File: config.mk
export PLATFORM = sky130hd
export DESIGN_NAME = divider_8by4_seq_flat
export DESIGN_NICKNAME = d
export VERILOG_FILES = /design/src/rtl/divider_8by4_seq_if.sv /design/src/rtl/divider_8by4_seq.sv /design/src/flat_wrapper.sv
export SDC_FILE = /design/constraint.sdc
export NUM_CORES = 1
export LEC_CHECK = 0
export ABC_AREA = 1
export CORE_AREA = 3 3 59 72
export DETAILED_ROUTE_END_ITERATION = 12
export DIE_AREA = 0 0 62 75
export PLACE_DENSITY = 0.81
export SYNTH_ARGS = -nofsm -noshare
export SYNTH_HDL_FRONTEND = slang
export SYNTH_SLANG_ARGS = --single-unit
File: constraint.sdc
create_clock -name clk -period 2.1 [get_ports clk]
set_input_delay 0.42 -clock clk [delete_from_list [all_inputs] [get_ports clk]]
set_output_delay 0.42 -clock clk [all_outputs]
set_load 0.02 [all_outputs]
File: src/rtl/divider_8by4_seq_if.sv
// Handshake/data bundle for the sequential restoring divider.
//   start, dividend, divisor           : request side (driven by the master)
//   busy, done, quotient, remainder,
//   div_by_zero                        : result side (driven by the divider)
// Modports: master (requester / bench), slave (divider).
interface divider_8by4_seq_if #(
   parameter int DW = 8,
   parameter int VW = 4
);
   logic          start;
   logic [DW-1:0] dividend;
   logic [VW-1:0] divisor;
   logic          busy;
   logic          done;
   logic [DW-1:0] quotient;
   logic [VW-1:0] remainder;
   logic          div_by_zero;

   modport master (
      output start, dividend, divisor,
      input  busy, done, quotient, remainder, div_by_zero
   );

   modport slave (
      input  start, dividend, divisor,
      output busy, done, quotient, remainder, div_by_zero
   );
endinterface

File: src/rtl/divider_8by4_seq.sv
// Sequential restoring divider: unsigned DW-bit dividend / VW-bit divisor,
// one quotient bit per clock, with a start/busy/done handshake.
// Ports:
//   clk    rising-edge clock
//   rst_n  asynchronous active-low reset
//   bus    divider_8by4_seq_if.slave
//            start/dividend/divisor in; busy/done/quotient/remainder/div_by_zero out
//
// state   | meaning
// --------+------------------------------------------------------------
// IDLE    | waiting for start; results held
// CALC    | one restoring step per cycle, DW cycles in total
// DONE    | one-cycle done pulse; results registered and valid
module divider_8by4_seq #(
   parameter int DW = 8,
   parameter int VW = 4
) (
   input logic               clk,
   input logic               rst_n,
   divider_8by4_seq_if.slave bus
);
   localparam int CW = $clog2(DW);

   localparam logic [1:0] ST_IDLE = 2'd0;
   localparam logic [1:0] ST_CALC = 2'd1;
   localparam logic [1:0] ST_DONE = 2'd2;

   logic [1:0]    state;
   logic [DW-1:0] shift_q;
   logic [VW-1:0] dvsr_q;
   logic [VW:0]   part_q;
   logic [CW-1:0] count_q;
   logic [DW-1:0] quot_q;
   logic [VW-1:0] rem_q;
   logic          dbz_q;

   logic [VW:0]   part_shift;
   logic [VW:0]   part_diff;
   logic [VW:0]   part_next;
   logic          q_bit;
   logic [DW-1:0] shift_next;

   // One restoring step. The partial remainder is always below the divisor,
   // so its top bit is zero; it is still folded into the compare because a
   // set bit would be shifted out and mean the true value exceeds the divisor.
   always_comb begin
      part_shift = {part_q[VW-1:0], shift_q[DW-1]};
      part_diff  = part_shift - {1'b0, dvsr_q};
      q_bit      = part_q[VW] | (part_shift >= {1'b0, dvsr_q});
      part_next  = q_bit ? part_diff : part_shift;
      shift_next = {shift_q[DW-2:0], q_bit};
   end

   always_ff @(posedge clk or negedge rst_n) begin
      if (!rst_n) begin
         state   <= ST_IDLE;
         shift_q <= '0;
         dvsr_q  <= '0;
         part_q  <= '0;
         count_q <= '0;
         quot_q  <= '0;
         rem_q   <= '0;
         dbz_q   <= 1'b0;
      end else begin
         case (state)
            ST_IDLE: begin
               if (bus.start) begin
                  shift_q <= bus.dividend;
                  dvsr_q  <= bus.divisor;
                  part_q  <= '0;
                  count_q <= '0;
                  if (bus.divisor == '0) begin
                     state  <= ST_DONE;
                     quot_q <= '1;
                     rem_q  <= '1;
                     dbz_q  <= 1'b1;
                  end else begin
                     state <= ST_CALC;
                  end
               end
            end
            ST_CALC: begin
               shift_q <= shift_next;
               part_q  <= part_next;
               count_q <= count_q + CW'(1);
               // Results are published only on the transition into DONE so
               // they stay stable through IDLE and the whole calculation.
               if (count_q == CW'(DW - 1)) begin
                  state  <= ST_DONE;
                  quot_q <= shift_next;
                  rem_q  <= part_next[VW-1:0];
                  dbz_q  <= 1'b0;
               end
            end
            ST_DONE: state <= ST_IDLE;
            default: state <= ST_IDLE;
         endcase
      end
   end

   assign bus.busy        = (state != ST_IDLE);
   assign bus.done        = (state == ST_DONE);
   assign bus.quotient    = quot_q;
   assign bus.remainder   = rem_q;
   assign bus.div_by_zero = dbz_q;
endmodule

File: src/flat_wrapper.sv
// flat-port wrapper written by rule: the top's interface ports become plain ports
module divider_8by4_seq_flat 
#(
   parameter int DW = 8,
   parameter int VW = 4
)
  (clk, rst_n, bus_start, bus_dividend, bus_divisor, bus_busy, bus_done, bus_quotient, bus_remainder, bus_div_by_zero);
  divider_8by4_seq_if #(.DW(DW), .VW(VW)) bus_i ();
  input logic clk;
  input logic rst_n;
  input wire logic [$bits(bus_i.start)-1:0] bus_start;
  input wire logic [$bits(bus_i.dividend)-1:0] bus_dividend;
  input wire logic [$bits(bus_i.divisor)-1:0] bus_divisor;
  output wire logic [$bits(bus_i.busy)-1:0] bus_busy;
  output wire logic [$bits(bus_i.done)-1:0] bus_done;
  output wire logic [$bits(bus_i.quotient)-1:0] bus_quotient;
  output wire logic [$bits(bus_i.remainder)-1:0] bus_remainder;
  output wire logic [$bits(bus_i.div_by_zero)-1:0] bus_div_by_zero;
  assign bus_i.start = bus_start;
  assign bus_i.dividend = bus_dividend;
  assign bus_i.divisor = bus_divisor;
  assign bus_busy = bus_i.busy;
  assign bus_done = bus_i.done;
  assign bus_quotient = bus_i.quotient;
  assign bus_remainder = bus_i.remainder;
  assign bus_div_by_zero = bus_i.div_by_zero;
  divider_8by4_seq #(.DW(DW), .VW(VW)) u_core (.clk(clk), .rst_n(rst_n), .bus(bus_i));
endmodule
==> flow_summary.ini, run 1 <==
[sta]
finalCritPeriodShare = 0.947
worst_pin_slew_ns = 0.438
setup_slack_ns = 0.112
slew_viol_final = 0
rsz0062_at_grt = no
max_slew_margin = 0.708
post-route-min-period_ns = 1.99
hold_viol = 0
fin_tns_setup_ns = 0
clock_skew_ns = 0.00873
finalSetupViolCount = 0
fmax_mhz = 503

[grt]
globalRouteMet3Util = 0.0360
grt_use_total = 0.184
grt_max_degree = 36
grt_util_met2 = 0.313
first_global_vias = 1471
busiest_layer = met2
grt_use_met1 = 0.229
grt_overflow = 0
grt_pass1_wl_um = 6390
antenna_found_initial = 0

[finish]
n_antenna_cell = 0
area_delta_synth_final_pct = 23.6
drive_gt1_frac = 0.157
nNetsFinal = 269
fin_util = 0.635
fillers = 318

[setup_path]
r2r_cells = 8
cp_max_fo = 5
cpLargestDelayFamily = buffers and inverters
startpoint = u_core.state[0]
critPathKind = flip-flop to output pin
cp_num_cells = 3
start_kind = flip-flop
cp.required_ns = 1.68
path_cells = inv_1 -> nand2_1 -> clkdlybuf4s50_1
cp.arrival_ns = 1.57
r2r_start = u_core.part_q[1]
slowest_delay_ns = 0.61
path_buf_inv = 2
cp_slowest_cell = clkdlybuf4s50_1
end_kind = output pin

[synth]
synth.top_cells.by_count = nand2_1, dfrtp_1, inv_1
netlist.area_leader.share = 0.469
yosysSeqAreaShare = 0.469
yosys-top-cells-area = dfrtp_1, nand2_1, inv_1
yosys.area.top_type = dfrtp_1
synth_edf_count = 0
yosysUniqueCellTypes = 31
synth.avg_cell_area_um2 = 8.76
synth-seq-cells = 35
synthFlopType = dfrtp_1
async_reset_ff_frac = 1.00
yosysMostFrequentCell = nand2_1
syn_nets = 235
syn_area_um2 = 1870
postSynthCellCount = 213
yosysWarnings = 0

[drt]
drt-initial-drc-count = 28
wire_per_inst_um = 12.5
totalWireLength_um = 3750
vias_per_cell = 4.96
num_vias = 1487
remaining_drc_errors = 0
ant_nets = 0
first_pass_iters = 4

[cts]
ctsHoldBuffers = 0
post-cts-setup-buffers = 0
cts_tree = yes
cts_max_level = 2
clock-root-buffer = clkbuf_8
path_clk_slew_ns = 0.07
clk-insertion-delay-late_ns = 0.29
ctsResizeCount = 0
clockBufferDepth = 2
clock-sinks = 35
cts_buffers = 5

[pwr]
power_density_nw_per_um2 = 1810
power_leakage_nw = 1.11
power_mw = 4.17
ir_worst_vdd_mv = 0.952

[hold_path]
min_from = u_core.bus.quotient[1]
holdPathStages = 2
hold_path_class = flip-flop to flip-flop

[job]
maxCapViolations = 0

[floorplan]
io_pins = 30
die_x_um = 62
initial_core_util = 0.514
chipHeight_um = 75
dieArea_um2 = 4650
core_area_um2 = 3630
fp-row-count = 24

[outcome]
status = completed

[placement]
gp_congestion = 0.877
io_buffers = 29
dp_slack_ns = 0.302
dp_hpwl_um = 2820
[cells in the final DEF (no fill, tap or decap)]
master,count
nand2_1,42
dfrtp_1,35
inv_1,29
clkdlybuf4s50_1,29
nor2_1,23
nand3_1,19
o21ai_0,11
o21ai_2,9
ha_1,6
clkbuf_8,6
nand2_2,5
nand3_2,3
inv_2,3
o31ai_2,2
o31ai_1,2
nor2_2,2
nor2_4,2
a22o_1,2
xor2_1,2
a21oi_1,2
buf_4,2
o21ai_4,1
clkinv_4,1
or2_1,1
o211ai_1,1
o22ai_1,1
nand2_4,1
nor3_1,1
a211oi_1,1
o21ai_1,1
fa_1,1
clkinv_2,1
bufinv_16,1
[power by group]
group / switching [mW] / internal (mW)
registers: 0.199 / 1.00
clock network: 0.236 / 0.384
logic: 1.44 / 0.912
total: 1.88 / 2.30
[sequential cells by signal (all words and copies together) (netlist names)]
| name | flops |
|---|---|
| u_core.state | 2 |
| u_core.shift_q | 8 |
| u_core.count_q | 3 |
| u_core.dvsr_q | 4 |
| u_core.part_q | 5 |
| u_core.bus.remainder | 4 |
| u_core.bus.div_by_zero | 1 |
| u_core.bus.quotient | 8 |
[per-layer routing]
metal | wire length (um) | vias to the layer above | part of all wire
met3 | 93 | 7 | 0.025
met2 | 2000 | 24 | 0.53
li1 | - | 743 | -
met5 | 0 | - | 0
met4 | 63 | 0 | 0.017
met1 | 1590 | 713 | 0.42
[final cells by class]
class                           instances  area [um^2]  share of cell area
Clock buffer                            6         82.6              0.0358
Tap cell                               52         65.1              0.0282
Timing Repair Buffer                   31          305               0.132
Inverter                               33          129              0.0559
Multi-Input combinational cell        141          815               0.353
Clock inverter                          2         35.0              0.0152
Sequential cell                        35          876               0.380
[logic make-up (layout without fill, tap and decap cells)]
kind of cell	count (synthesis)	after routing	share of synthesized area
AO/OA/AOI/OAI	33	33	0.131
XOR/XNOR	2	2	0.00939
adder cells (fa/ha/maj)	7	7	0.0509
buffers and inverters	37	72	0.0945
flip-flops	35	35	0.469
AND/OR/NAND/NOR	99	99	0.245
[worst register-to-register path: cells and delay by family, from the launching register on]
kind | cells | cell delay, ns
and+or+nand+nor | 6 | 0.82
DFF | 1 | 0.40
buffers and inverters | 1 | 0.03
adders and majority gates | 1 | 0.39
[metrics by stage]
| stage | instances | cell area (um^2) | hold slack, ns |
|---|---|---|---|
| global placement | 292 | 2190 | 0.465 |
| detailed placement | 292 | 2190 | 0.472 |
| CTS | 300 | 2310 | 0.488 |
| global route | 300 | 2310 | 0.514 |
| finish | 300 | 2310 | 0.482 |
| floorplan | 213 | 1870 | 0.124 |
[final timing paths]
kind / slack (ns) / endpoint
worst max-delay path: 0.11 / bus_busy
worst min-delay path: 0.48 / u_core.bus.quotient[1]
worst max register to register: 0.36 / u_core.bus.remainder[1]
worst min register to register: 0.48 / u_core.bus.quotient[1]
max in group asynchronous: 1.25 / u_core.dvsr_q[3]
min in group asynchronous: 0.53 / u_core.bus.remainder[3]
No activity file was read; power rests on OpenSTA's default activity.
==> run 2: changes to the inputs <==
- MAX_ROUTING_LAYER: default -> met4
==> flow_summary.ini, run 2 (synthesis results as in run 1) <==
[outcome]
status = completed

[pwr]
power_density_nw_per_um2 = 1810
power.switching_mw = 1.88
p_comb_frac = 0.564
power.share.sequential = 0.287
p_int_mw = 2.30
power_mw = 4.18
ir_worst_vdd_mv = 0.953
power_leakage_nw = 1.11
power.share.clock = 0.149
sw_frac_of_total = 0.451

[hold_path]
min_from = u_core.bus.quotient[1]
holdPathStages = 2
hold_path_class = flip-flop to flip-flop
min_to = u_core.bus.quotient[1]

[placement]
io_buffers = 29
dp_hpwl_um = 2820
place_inst = 292
gp_congestion = 0.891

[drt]
remaining_drc_errors = 0
vias_per_cell = 4.93
num_vias = 1480
first_pass_iters = 4
drt-initial-drc-count = 29
wire_per_inst_um = 12.5
totalWireLength_um = 3760
ant_nets = 0

[finish]
layout.cells.non_filler = 300
final_common_cell = nand2_1
fin_util = 0.635
area_delta_synth_final_pct = 23.6
nNetsFinal = 269
drive_gt1_frac = 0.157
final_cell_mix = nand2_1, dfrtp_1, inv_1, clkdlybuf4s50_1, nor2_1
n_antenna_cell = 0

[sta]
finalSetupViolCount = 0
clock_skew_ns = 0.00914
rsz0062_at_grt = no
worst_pin_slew_ns = 0.431
max_slew_margin = 0.712
fin_tns_setup_ns = 0
hold_viol = 0
post-route-min-period_ns = 1.99
fin_worst_hold_slack_ns = 0.482
slew_viol_final = 0
fmax_mhz = 503
finalCritPeriodShare = 0.946

[cts]
cts_tree = yes
post-cts-setup-buffers = 0
cts_buffers = 5
ctsResizeCount = 0
cts_max_level = 2
clk-insertion-delay-late_ns = 0.29
clock-root-buffer = clkbuf_8
ctsHoldBuffers = 0
clock-sinks = 35
clockBufferDepth = 2
path_clk_slew_ns = 0.07

[floorplan]
chipHeight_um = 75
die_x_um = 62
dieArea_um2 = 4650
core_area_um2 = 3630
io_pins = 30
initial_core_util = 0.514
fp-row-count = 24

[setup_path]
rrSetupSlack_ns = 0.35
cp_max_fo = 5
end_kind = output pin
cp.arrival_ns = 1.57
r2r_start = u_core.part_q[1]
start_kind = flip-flop
critPathKind = flip-flop to output pin
cp.required_ns = 1.68
startpoint = u_core.state[0]
reg2reg_to = u_core.bus.remainder[1]
r2r_cells = 8

[grt]
grt_pass1_wl_um = 6380
grt_use_total = 0.189
antenna_found_initial = 0
grt_overflow = 0
first_global_vias = 1471
grt_max_degree = 36

[job]
maxCapViolations = 0
==> run 2: cell counts in the layout (fill, tap and decap cells not counted) <==
Identical to the previous run, type by type.
==> run 2: how the worst max path moves through the flow <==
stage | end | slack, ns
CTS | bus_busy | 0.1
detailed placement | u_core.bus.quotient[0] | 0.30
global route | bus_busy | 0.04
global placement | u_core.bus.quotient[0] | 0.34
floorplan | u_core.bus.remainder[1] | 0.56
finish | bus_busy | 0.11
==> run 2: critical path, stage by stage, from the launching register on <==
cell and delay (ns):
dfrtp_1 0.46, inv_1 0.13, nand2_1 0.08, clkdlybuf4s50_1 0.61
==> run 2: final cells by class <==
class / instances / area [um^2]
fillers: 318 / 1330
flip-flops and latches: 35 / 876
clock inverters: 2 / 35.0
clock buffers: 6 / 82.6
inverters: 33 / 129
repair buffers: 31 / 305
well taps: 52 / 65.1
multi-input cells: 141 / 815
==> run 2: power by group through the flow <==
stage / clock, mW / combinational, mW / sequential [mW]
3_5_place_dp: 0 / 2.36 / 1.21
3_3_place_gp: 0 / 2.31 / 1.21
2_1_floorplan: 0 / 1.69 / 1.30
4_1_cts: 0.631 / 2.38 / 1.20
6_report: 0.621 / 2.36 / 1.20
5_1_grt: 0.657 / 2.66 / 1.23
==> run 2: metal layers <==
metal | up-vias | wire (um) | part of all wire | track usage
met5 | - | 0 | 0 | -
li1 | 743 | - | - | -
met1 | 702 | 1600 | 0.42 | 0.229
met4 | 0 | 63 | 0.017 | 0.0637
met2 | 28 | 2000 | 0.53 | 0.312
met3 | 7 | 95 | 0.025 | 0.0360
==> run 2: through the flow <==
stage          worst slack, ns  cell area, um^2
2_1_floorplan            0.565             1870
3_3_place_gp             0.344             2190
3_5_place_dp             0.302             2190
4_1_cts                 0.0967             2310
5_1_grt                 0.0351             2310
6_report                 0.113             2310
==> run 3: changes to the inputs <==
- SKIP_LAST_GASP: default -> 1
==> results of run 3 <==
No change in the layout: final DEF, timing and power equal those of run 2.
